--- src/rtl/tlut_pkg.sv ---
// Shared constants and types for the temporal-LUT matrix-multiply datapath.
// Widths here are the defaults used by the TLUT array and adder tree.
package tlut_pkg;

   localparam int unsigned DATA_WIDTH = 8;
   localparam int unsigned TILE_W     = 8;
   localparam int unsigned SWEEP_LEN  = 2**DATA_WIDTH;

   typedef enum logic [2:0] {
      IDLE,
      LOAD,
      SWEEP,
      REDUCE,
      RESP,
      DONE
   } sched_state_e;

endpackage

--- src/rtl/tlut_sweep_cnt.sv ---
// Temporal code-point counter driving the TLUT product array.
// wrap_o flags the last code point of a sweep while counting.
module tlut_sweep_cnt #(
   parameter int unsigned W = 8
) (
   input  logic         clk,
   input  logic         rst_n,
   input  logic         en_i,
   input  logic         clr_i,
   output logic [W-1:0] count_o,
   output logic         wrap_o
);

   logic [W-1:0] cnt_q, cnt_d;

   assign count_o = cnt_q;
   assign wrap_o  = en_i && (cnt_q == {W{1'b1}});

   // Natural overflow returns the counter to 0 after the last point.
   always_comb begin
      cnt_d = cnt_q;
      if (clr_i) begin
         cnt_d = '0;
      end else if (en_i) begin
         cnt_d = cnt_q + W'(1);
      end
   end

   always_ff @(posedge clk or negedge rst_n) begin
      if (!rst_n) begin
         cnt_q <= '0;
      end else begin
         cnt_q <= cnt_d;
      end
   end

endmodule

--- src/rtl/tlut_mm_sched.sv ---
// Job sequencer: per tile, load operands, sweep all code points,
// wait out the adder tree, then hand one result beat to the consumer.
module tlut_mm_sched #(
   parameter int unsigned DATA_WIDTH = tlut_pkg::DATA_WIDTH,
   parameter int unsigned TILE_W     = tlut_pkg::TILE_W,
   parameter int unsigned ADD_LAT    = 1
) (
   input  logic                  clk,
   input  logic                  rst_n,
   input  logic                  start_valid,
   output logic                  start_ready,
   input  logic [TILE_W-1:0]     num_tiles,
   input  logic                  clear,
   output logic                  op_load,
   output logic [TILE_W-1:0]     tile_idx,
   output logic                  sweep_en,
   output logic [DATA_WIDTH-1:0] sweep_cnt,
   output logic                  res_valid,
   input  logic                  res_ready,
   output logic                  res_last,
   output logic                  job_done,
   output logic                  busy
);

   import tlut_pkg::*;

   localparam int unsigned RW = (ADD_LAT > 1) ? $clog2(ADD_LAT) : 1;

   sched_state_e      state_q, state_d;
   logic [TILE_W-1:0] ntiles_q, ntiles_d;
   logic [TILE_W-1:0] tile_q, tile_d;
   logic [RW-1:0]     red_q, red_d;
   logic              wrap;
   logic              last;

   tlut_sweep_cnt #(
      .W (DATA_WIDTH)
   ) u_sweep (
      .clk     (clk),
      .rst_n   (rst_n),
      .en_i    (state_q == SWEEP),
      .clr_i   (clear),
      .count_o (sweep_cnt),
      .wrap_o  (wrap)
   );

   assign last        = (tile_q == ntiles_q - TILE_W'(1));
   assign start_ready = (state_q == IDLE);
   assign busy        = (state_q != IDLE);
   assign op_load     = (state_q == LOAD);
   assign sweep_en    = (state_q == SWEEP);
   assign res_valid   = (state_q == RESP);
   assign res_last    = res_valid && last;
   assign job_done    = (state_q == DONE);
   assign tile_idx    = tile_q;

   always_comb begin
      state_d  = state_q;
      ntiles_d = ntiles_q;
      tile_d   = tile_q;
      red_d    = red_q;
      if (clear) begin
         state_d  = IDLE;
         ntiles_d = '0;
         tile_d   = '0;
         red_d    = '0;
      end else begin
         unique case (state_q)
            IDLE: begin
               if (start_valid) begin
                  ntiles_d = num_tiles;
                  tile_d   = '0;
                  state_d  = (num_tiles == '0) ? DONE : LOAD;
               end
            end
            LOAD: state_d = SWEEP;
            SWEEP: begin
               if (wrap) begin
                  state_d = REDUCE;
                  red_d   = RW'(ADD_LAT - 1);
               end
            end
            REDUCE: begin
               if (red_q == '0) begin
                  state_d = RESP;
               end else begin
                  red_d = red_q - RW'(1);
               end
            end
            RESP: begin
               if (res_ready) begin
                  if (last) begin
                     state_d = DONE;
                  end else begin
                     tile_d  = tile_q + TILE_W'(1);
                     state_d = LOAD;
                  end
               end
            end
            DONE:    state_d = IDLE;
            default: state_d = IDLE;
         endcase
      end
   end

   always_ff @(posedge clk or negedge rst_n) begin
      if (!rst_n) begin
         state_q  <= IDLE;
         ntiles_q <= '0;
         tile_q   <= '0;
         red_q    <= '0;
      end else begin
         state_q  <= state_d;
         ntiles_q <= ntiles_d;
         tile_q   <= tile_d;
         red_q    <= red_d;
      end
   end

endmodule

--- config.mk ---
export PLATFORM = sky130hd
export DESIGN_NAME = tlut_mm_sched
export DESIGN_NICKNAME = d
export VERILOG_FILES = /design/src/rtl/tlut_pkg.sv /design/src/rtl/tlut_sweep_cnt.sv /design/src/rtl/tlut_mm_sched.sv
export SDC_FILE = /design/constraint.sdc
export NUM_CORES = 1
export LEC_CHECK = 0
export ABC_AREA = 1
export BUFFER_PORTS_ARGS = -buffer_cell sky130_fd_sc_hd__buf_2
export CAP_MARGIN = 10
export CORE_ASPECT_RATIO = 1.5
export CORE_MARGIN = 2
export CORE_UTILIZATION = 49
export DETAILED_ROUTE_END_ITERATION = 10
export HOLD_SLACK_MARGIN = 0.06
export PLACE_DENSITY_LB_ADDON = 0.1
export SYNTH_ARGS = -nofsm -noshare
export SYNTH_HDL_FRONTEND = slang
export SYNTH_SLANG_ARGS = --single-unit
--- constraint.sdc ---
create_clock -name clk -period 1.5 [get_ports clk]
set_input_delay 0.15 -clock clk [delete_from_list [all_inputs] [get_ports clk]]
set_output_delay 0.15 -clock clk [all_outputs]
set_load 0.05 [all_outputs]
==> results.sh, run 1 <==
export IMPL_proportion_of_layout_cells_with_a_drive_suffix_above_1_pct=43.8
export IMPL_root_buffer="sky130_fd_sc_hd__clkbuf_8"
export IMPL_worst_path_dominant_cell_family="simple AND/OR/NAND/NOR gates"
export IMPL_syn_num_nets=258
export IMPL_preCtsSetupSlack_ns=-0.294
export IMPL_finalSetupViolCount=11
export IMPL_power_per_cell_area_nw_per_um2=946
export IMPL_die_width_um=53.4
export IMPL_detail_route_vias_per_cell=5.20
export IMPL_syn_to_final_growth_pct=49.8
export IMPL_power_total_mw=2.55
export IMPL_sequential_standard_cell_area_um2=681
export IMPL_core_rowCount=27
export IMPL_instances_no_fill=376
export IMPL_postRouteAntennaNets=0
export IMPL_maxSlewViolCount=0
export IMPL_ff2ff_path_depth=14
export IMPL_async_flop_share_pct=100
export IMPL_clock_skew_final_ns=0.00335
export IMPL_failed_checks="negative setup slack"
export IMPL_fill_cells=296
export IMPL_critical_path_arrival_ns=1.77
export IMPL_dpl_cell_count=358
export IMPL_routed_wire_length_per_instance_um=14.1
export IMPL_place_area_um2=2350
export IMPL_rsz0062_at_grt="yes"
export IMPL_grt_first_pass_wirelength_mm=8.30
export IMPL_path_clk_slew_ns=0.09
export IMPL_max_freq_ghz=0.522
export IMPL_path_depth=12
export IMPL_critPathKind="flop to primary output"
export IMPL_largest_family_of_logic_cells_by_synthesized_area="simple AND/OR/NAND/NOR gates"
export IMPL_final_min_clock_period_ns=1.92
export IMPL_floorplan_initialDensity_pct=50.2
export IMPL_worst_slew_pin_slew_ns=0.639
export IMPL_die_h_um=78.2
export IMPL_synth_enable_flop_cells=0
export IMPL_critical_path_peak_fanout=3
export IMPL_io_pins=36
export IMPL_synth_yosys_warnings=0
export IMPL_final_nets=350
export IMPL_gp_weighted_congestion=0.836
export IMPL_antenna_cells_inserted=0
export IMPL_slew_headroom_pct=57.4
export IMPL_drt_pre_antenna_iters=5
export IMPL_worst_endpoint_required_ns=1.35
export IMPL_timing_hold_violations_final=0
export IMPL_p_leak_nw=1.40
export IMPL_synth_distinct_cells=29
export IMPL_timing_critical_path_from_type="flop"
export IMPL_max_stage_delay_ns=0.43
export IMPL_synthesized_flop_and_latch_total=27
export IMPL_setup_ws_ns=-0.417
export IMPL_dp_final_hpwl_mm=3.59
export IMPL_io_buffers=35
export IMPL_synth_flop_cell="sky130_fd_sc_hd__dfrtp_1"
export IMPL_cts_sinks=27
export IMPL_die_area_um2=4180
export IMPL_crit_path_start="ntiles_q[1]"
export IMPL_drc_viols=0
export IMPL_area_of_the_multi_input_gates_um2=1120
export IMPL_worst_setup_path_end_kind="primary output"
export IMPL_regToRegSetupSlack_ns=-0.32
export IMPL_comb_power_share_pct=51.2
export IMPL_worstReg2RegStart="ntiles_q[1]"
export IMPL_status="finished, violations left"
export IMPL_switchingPower_mw=1.03
export IMPL_detail_route_wirelength_mm=5.29
export IMPL_grt_overflow_total=0
export IMPL_post_synth_and_or_nand_nor_area_fraction_pct=39.5
export IMPL_htree_num_levels=1
export IMPL_seq_area_frac_synth_pct=37.6
export IMPL_crit_path_top_delay_cell="sky130_fd_sc_hd__dfrtp_1"
export IMPL_synthMuxAreaShare_pct=0
export IMPL_clock_power_share_pct=16.8
export IMPL_irDropWorstVdd_mv=0.855
export IMPL_synthXorXnorAreaFrac_pct=4.39
export IMPL_setup_total_negative_slack_ns=-3.12
export IMPL_internal_power_mw=1.52
export IMPL_finalHoldWorstSlack_ns=0.125
export IMPL_post_synth_instance_area_um2=1800
export IMPL_insertion_delay_to_the_later_sink_of_the_worst_skew_pair_ns=0.28
export IMPL_power_frac_seq_pct=32.0
export IMPL_switching_share_pct=40.4
export IMPL_numCtsBuffers=3
export IMPL_max_clock_path_buffers=2
export IMPL_antenna_violations_before_repair=0
export IMPL_min_period_over_period_pct=128
export IMPL_synthesis_instances=242
export IMPL_detailedRoute_firstIterationViolations=63
export IMPL_fin_area_um2=2690
export IMPL_crit_path_buffers_inverters=4
export IMPL_floorplan_core_area_um2=3580
export IMPL_utilization_pct=75.2
export IMPL_hold_path_cell_count=3
export IMPL_hold_path_class="input pin to flop"
export IMPL_synth_compound_area_share_pct=9.12
export IMPL_drv_max_cap_violation_count=0
export IMPL_tritoncts="built"
export IMPL_routed_via_count=1956
export IMPL_global_route_usage_total_pct=26.5
export IMPL_number_of_global_route_vias_before_repair=1959
export IMPL_postSynthAreaPerCell_um2=7.42
export IMPL_synthAdderAreaFrac_pct=2.09
export IMPL_maximum_number_of_pins_on_one_net_before_global_route_repair=28
export IMPL_worstHoldStart="num_tiles[2]"
export IMPL_path_cells="inv_2 > ha_4 > buf_6 > nand3_2 > nand2_2 > nand2_1 > nand2_1 > nand2_2 > nor2_4 > nand2_4 > clkinvlp_4 > buf_8"
==> synthesized netlist by cell type, types with 3 or more instances <==
master | n | share of area [%]
sky130_fd_sc_hd__nand2_1 | 60 | 13
sky130_fd_sc_hd__a21oi_1 | 13 | 3.6
sky130_fd_sc_hd__xor2_1 | 7 | 3.4
sky130_fd_sc_hd__ha_1 | 3 | 2.1
sky130_fd_sc_hd__nand4_1 | 6 | 2.1
sky130_fd_sc_hd__inv_1 | 25 | 5.2
sky130_fd_sc_hd__nor2_4 | 3 | 1.9
sky130_fd_sc_hd__inv_2 | 6 | 1.3
sky130_fd_sc_hd__nor3_1 | 5 | 1.4
sky130_fd_sc_hd__nand2_4 | 3 | 1.9
sky130_fd_sc_hd__nor2_2 | 3 | 1.0
sky130_fd_sc_hd__clkbuf_1 | 3 | 0.63
sky130_fd_sc_hd__o21ai_0 | 11 | 3.1
sky130_fd_sc_hd__nor2_1 | 24 | 5.0
sky130_fd_sc_hd__dfrtp_1 | 27 | 38
sky130_fd_sc_hd__nand3_1 | 26 | 7.2
==> timing repair <==
action | in CTS | in global routing
setup buffers | 9 | 5
resized for setup | 24 | 34
setup endpoints to repair | 14 | 25
pin swaps | 13 | 17
hold endpoints to repair | 27 | 0
cloned | 1 | 0
hold buffers | 1 | 0
==> layout make-up <==
cell class	count	area share, %
Clock buffer	4	1.67
Inverter	32	4.97
Multi-Input combinational cell	181	41.5
Sequential cell	27	25.3
Tap cell	43	2.00
Timing Repair Buffer	89	24.6
==> per-layer routing <==
layer / routed length (um) / vias to the layer above / track usage, %
li1: - / 966 / -
met1: 1900 / 922 / 28.7
met2: 3080 / 50 / 49.8
met3: 141 / 18 / 2.47
met4: 162 / 0 / 10.5
met5: 0 / - / 0
==> power groups by stage <==
stage / registers (mW) / clock network (mW) / logic, mW
global route: 0.821 / 0.457 / 1.40
finish: 0.816 / 0.428 / 1.30
global placement: 0.825 / 0 / 1.01
detailed placement: 0.825 / 0 / 1.02
CTS: 0.812 / 0.428 / 1.17
floorplan: 0.895 / 0 / 0.602
==> worst register-to-register path: cells and delay by family, from the launching register on <==
family                     cells  cell delay [ns]
AOI/OAI and AO/OA              2             0.20
adders and majority gates      1             0.14
buffers and inverters          4             0.48
DFF                            1             0.43
and+or+nand+nor                7             0.49
==> cells in the final DEF (no fill, tap or decap), types with 2 or more instances in the layout <==
master	instances
sky130_fd_sc_hd__nor2_1	19
sky130_fd_sc_hd__ha_1	2
sky130_fd_sc_hd__nor2_8	2
sky130_fd_sc_hd__nor2_4	5
sky130_fd_sc_hd__nand2_4	9
sky130_fd_sc_hd__dfrtp_1	23
sky130_fd_sc_hd__buf_4	44
sky130_fd_sc_hd__xor2_1	7
sky130_fd_sc_hd__buf_8	3
sky130_fd_sc_hd__nand3_1	23
sky130_fd_sc_hd__clkbuf_8	3
sky130_fd_sc_hd__nand3_2	4
sky130_fd_sc_hd__nor2_2	6
sky130_fd_sc_hd__nor4_1	2
sky130_fd_sc_hd__inv_2	7
sky130_fd_sc_hd__nor3_1	5
sky130_fd_sc_hd__dfrtp_2	4
sky130_fd_sc_hd__nand4_1	6
sky130_fd_sc_hd__nand2_2	7
sky130_fd_sc_hd__buf_6	11
sky130_fd_sc_hd__o21ai_1	3
sky130_fd_sc_hd__o21ai_0	9
sky130_fd_sc_hd__xnor2_1	2
sky130_fd_sc_hd__nand2_1	50
sky130_fd_sc_hd__inv_1	20
sky130_fd_sc_hd__buf_2	29
sky130_fd_sc_hd__inv_4	2
sky130_fd_sc_hd__a21oi_1	11
==> state kept, by name (all words and copies together), names as in the netlist <==
register and flops:
ntiles_q 8, u_sweep.count_o 8, tile_idx 8, state_q 3
==> path summary, 6_finish.rpt <==
| kind | end |
|---|---|
| min reg2reg | u_sweep.count_o[7] |
| max in group asynchronous | tile_idx[4] |
| min | ntiles_q[2] |
| max reg2reg | state_q[2] |
| min in group asynchronous | state_q[1] |
| max | res_last |
==> logic make-up after synthesis <==
group | Yosys count
and+or+nand+nor | 140
buffers and inverters | 35
xor gates and xnor gates | 9
adders and majority gates | 3
AOI/OAI and AO/OA | 28
DFF | 27
Power figures use the tool's default switching activity.
==> inputs of run 2 (changes only) <==
--- a/config.mk
+++ b/config.mk
@@ -10,8 +10,10 @@
 export CAP_MARGIN = 10
 export CORE_ASPECT_RATIO = 1.5
 export CORE_MARGIN = 2
-export CORE_UTILIZATION = 49
+export CORE_UTILIZATION = 51
+export CTS_BUF_LIST = sky130_fd_sc_hd__clkbuf_4
 export DETAILED_ROUTE_END_ITERATION = 10
+export GPL_TIMING_DRIVEN = 0
 export HOLD_SLACK_MARGIN = 0.06
 export PLACE_DENSITY_LB_ADDON = 0.1
 export SYNTH_ARGS = -nofsm -noshare
==> run 2 against run 1 <==
Compared with the run above:
- highest routed layer unchanged
- worst setup slack got worse by 0.047 ns
- clock-buffer cell count did not move
- combinational power fell by 10%
- sequential power rose by 2%
- the run still ends with negative setup slack left
- non-clock buffer count fell by 31
- largest cell class unchanged
- sequential share of layout area rose by 1.8 points
- largest power group unchanged
- die area fell by 3.7%
- clock power fell by 19%
- cell area fell by 6.3%
==> results.sh, run 2 (synthesis gave the netlist of run 1 again) <==
export IMPL_ff2ff_path_depth=13
export IMPL_power_per_cell_area_nw_per_um2=932
export IMPL_detail_route_vias_per_cell=5.32
export IMPL_clock_power_share_pct=14.7
export IMPL_leading_cell_type_in_the_layout_fill_and_taps_excluded="sky130_fd_sc_hd__nand2_1"
export IMPL_critical_path_peak_fanout=2
export IMPL_critPathKind="flop to primary output"
export IMPL_finalHoldWorstSlack_ns=0.0673
export IMPL_power_frac_seq_pct=35.4
export IMPL_comb_power_share_pct=49.9
export IMPL_htree_num_levels=1
export IMPL_worst_slew_pin_slew_ns=0.637
export IMPL_drt_pre_antenna_iters=4
export IMPL_regToRegSetupSlack_ns=-0.40
export IMPL_endpoint_of_the_lowest_slack_register_to_register_path="tile_idx[7]"
export IMPL_number_of_global_route_vias_before_repair=1745
export IMPL_max_stage_delay_ns=0.42
export IMPL_preCtsSetupSlack_ns=-0.357
export IMPL_grt_overflow_total=0
export IMPL_setup_total_negative_slack_ns=-3.69
export IMPL_routed_wire_length_per_instance_um=14.5
export IMPL_hold_path_cell_count=3
export IMPL_switchingPower_mw=1.01
export IMPL_min_period_over_period_pct=131
export IMPL_root_buffer="sky130_fd_sc_hd__clkbuf_4"
export IMPL_path_cells="inv_2 > ha_4 > xnor2_1 > nor2_2 > nand3_2 > nor2_4 > nand2_4 > clkinvlp_4 > buf_8"
export IMPL_path_clk_slew_ns=0.15
export IMPL_maxSlewViolCount=0
export IMPL_final_min_clock_period_ns=1.96
export IMPL_io_buffers=35
export IMPL_final_cell_mix="sky130_fd_sc_hd__nand2_1, sky130_fd_sc_hd__buf_2, sky130_fd_sc_hd__nand3_1"
export IMPL_hold_path_class="input pin to flop"
export IMPL_antenna_cells_inserted=0
export IMPL_crit_path_top_delay_cell="sky130_fd_sc_hd__dfrtp_1"
export IMPL_floorplan_core_area_um2=3380
export IMPL_hold_path_end="ntiles_q[1]"
export IMPL_status="finished, violations left"
export IMPL_die_area_um2=4020
export IMPL_worstReg2RegStart="ntiles_q[0]"
export IMPL_io_pins=36
export IMPL_fill_cells=272
export IMPL_cts_sinks=27
export IMPL_die_h_um=76.7
export IMPL_proportion_of_layout_cells_with_a_drive_suffix_above_1_pct=40.7
export IMPL_power_total_mw=2.35
export IMPL_rsz0062_at_grt="yes"
export IMPL_internal_power_mw=1.35
export IMPL_timing_critical_path_from_type="flop"
export IMPL_worst_endpoint_required_ns=1.35
export IMPL_antenna_violations_before_repair=0
export IMPL_finalSetupViolCount=13
export IMPL_drc_viols=0
export IMPL_syn_to_final_growth_pct=40.3
export IMPL_clock_skew_final_ns=0.00363
export IMPL_critical_path_arrival_ns=1.81
export IMPL_drv_max_cap_violation_count=0
export IMPL_slew_headroom_pct=57.5
export IMPL_final_nets=319
export IMPL_die_width_um=52.5
export IMPL_global_route_usage_total_pct=25.1
export IMPL_grt_first_pass_wirelength_mm=7.73
export IMPL_setup_ws_ns=-0.463
export IMPL_routed_via_count=1829
export IMPL_insertion_delay_to_the_later_sink_of_the_worst_skew_pair_ns=0.33
export IMPL_numCtsBuffers=3
export IMPL_p_leak_nw=1.23
export IMPL_timing_hold_violations_final=0
export IMPL_dp_final_hpwl_mm=3.29
export IMPL_detail_route_wirelength_mm=4.99
export IMPL_max_freq_ghz=0.509
export IMPL_detailedRoute_firstIterationViolations=59
export IMPL_postRouteAntennaNets=0
export IMPL_core_rowCount=26
export IMPL_irDropWorstVdd_mv=0.889
export IMPL_worst_setup_path_end_kind="primary output"
export IMPL_switching_share_pct=42.8
export IMPL_tritoncts="built"
export IMPL_max_clock_path_buffers=2
export IMPL_worstHoldStart="num_tiles[1]"
export IMPL_gp_weighted_congestion=0.840
export IMPL_floorplan_initialDensity_pct=53.1
export IMPL_maximum_number_of_pins_on_one_net_before_global_route_repair=28
export IMPL_failed_checks="negative setup slack"
[run 2: final cells by class]
type                            instances  area (um2)  share of cell area, %
Sequential cell                        27         683                   27.1
Inverter                               32         139                   5.51
Timing Repair Buffer                   55         409                   16.2
Clock buffer                            4        30.0                   1.19
Tap cell                               42        52.6                   2.08
Multi-Input combinational cell        181        1200                   47.4
Buffer                                  3        11.3                  0.447
[run 2: power by group through the flow]
stage / clock [mW] / sequential (mW) / combinational [mW]
3_3_place_gp: 0 / 0.846 / 0.819
2_1_floorplan: 0 / 0.895 / 0.602
6_report: 0.347 / 0.832 / 1.17
5_1_grt: 0.371 / 0.841 / 1.26
3_5_place_dp: 0 / 0.849 / 0.825
4_1_cts: 0.355 / 0.829 / 0.994
[run 2: worst max-delay path by stage]
| stage | depth (start not counted) | slack [ns] | endpoint | start |
|---|---|---|---|---|
| after floorplan | 10 | -0.23 | tile_idx[7] | state_q[0] |
| after global placement | 11 | -0.35 | res_last | ntiles_q[0] |
| after detailed placement | 11 | -0.36 | res_last | ntiles_q[0] |
| after CTS | 9 | -0.45 | res_last | ntiles_q[1] |
| after global routing | 9 | -0.57 | res_last | ntiles_q[0] |
| final | 9 | -0.46 | res_last | ntiles_q[0] |
[run 2: stage by stage]
step                      cell area (um2)  utilization (%)  instances
after floorplan                      1830                -        242
after global placement               2060             60.8        319
after detailed placement             2060             60.8        319
after CTS                            2290             67.6        337
after global routing                 2520             74.5        344
final                                2520             74.5        344
[run 2: layer usage]
| layer | global-route usage (%) | wire length, um | up-vias |
|---|---|---|---|
| met4 | 9.49 | 98 | 0 |
| met5 | 0 | 0 | - |
| met2 | 44.9 | 2790 | 53 |
| met3 | 2.92 | 191 | 15 |
| met1 | 29.4 | 1900 | 850 |
| li1 | - | - | 911 |
[run 2: critical path: cells and delay by family (launching register included)]
kind	cells	cell delay, ns
xor gates and xnor gates	1	0.13
adders and majority gates	1	0.20
buffers and inverters	3	0.31
DFF	1	0.42
and+or+nand+nor	4	0.42
[run 2: repair_timing]
item,CTS,global route
hold buffers,3,1
endpoints found under the hold margin,29,1
endpoints found under the setup margin,17,26
pin swaps,11,11
gates resized for setup,27,54
cloned,1,0
setup buffers,10,7
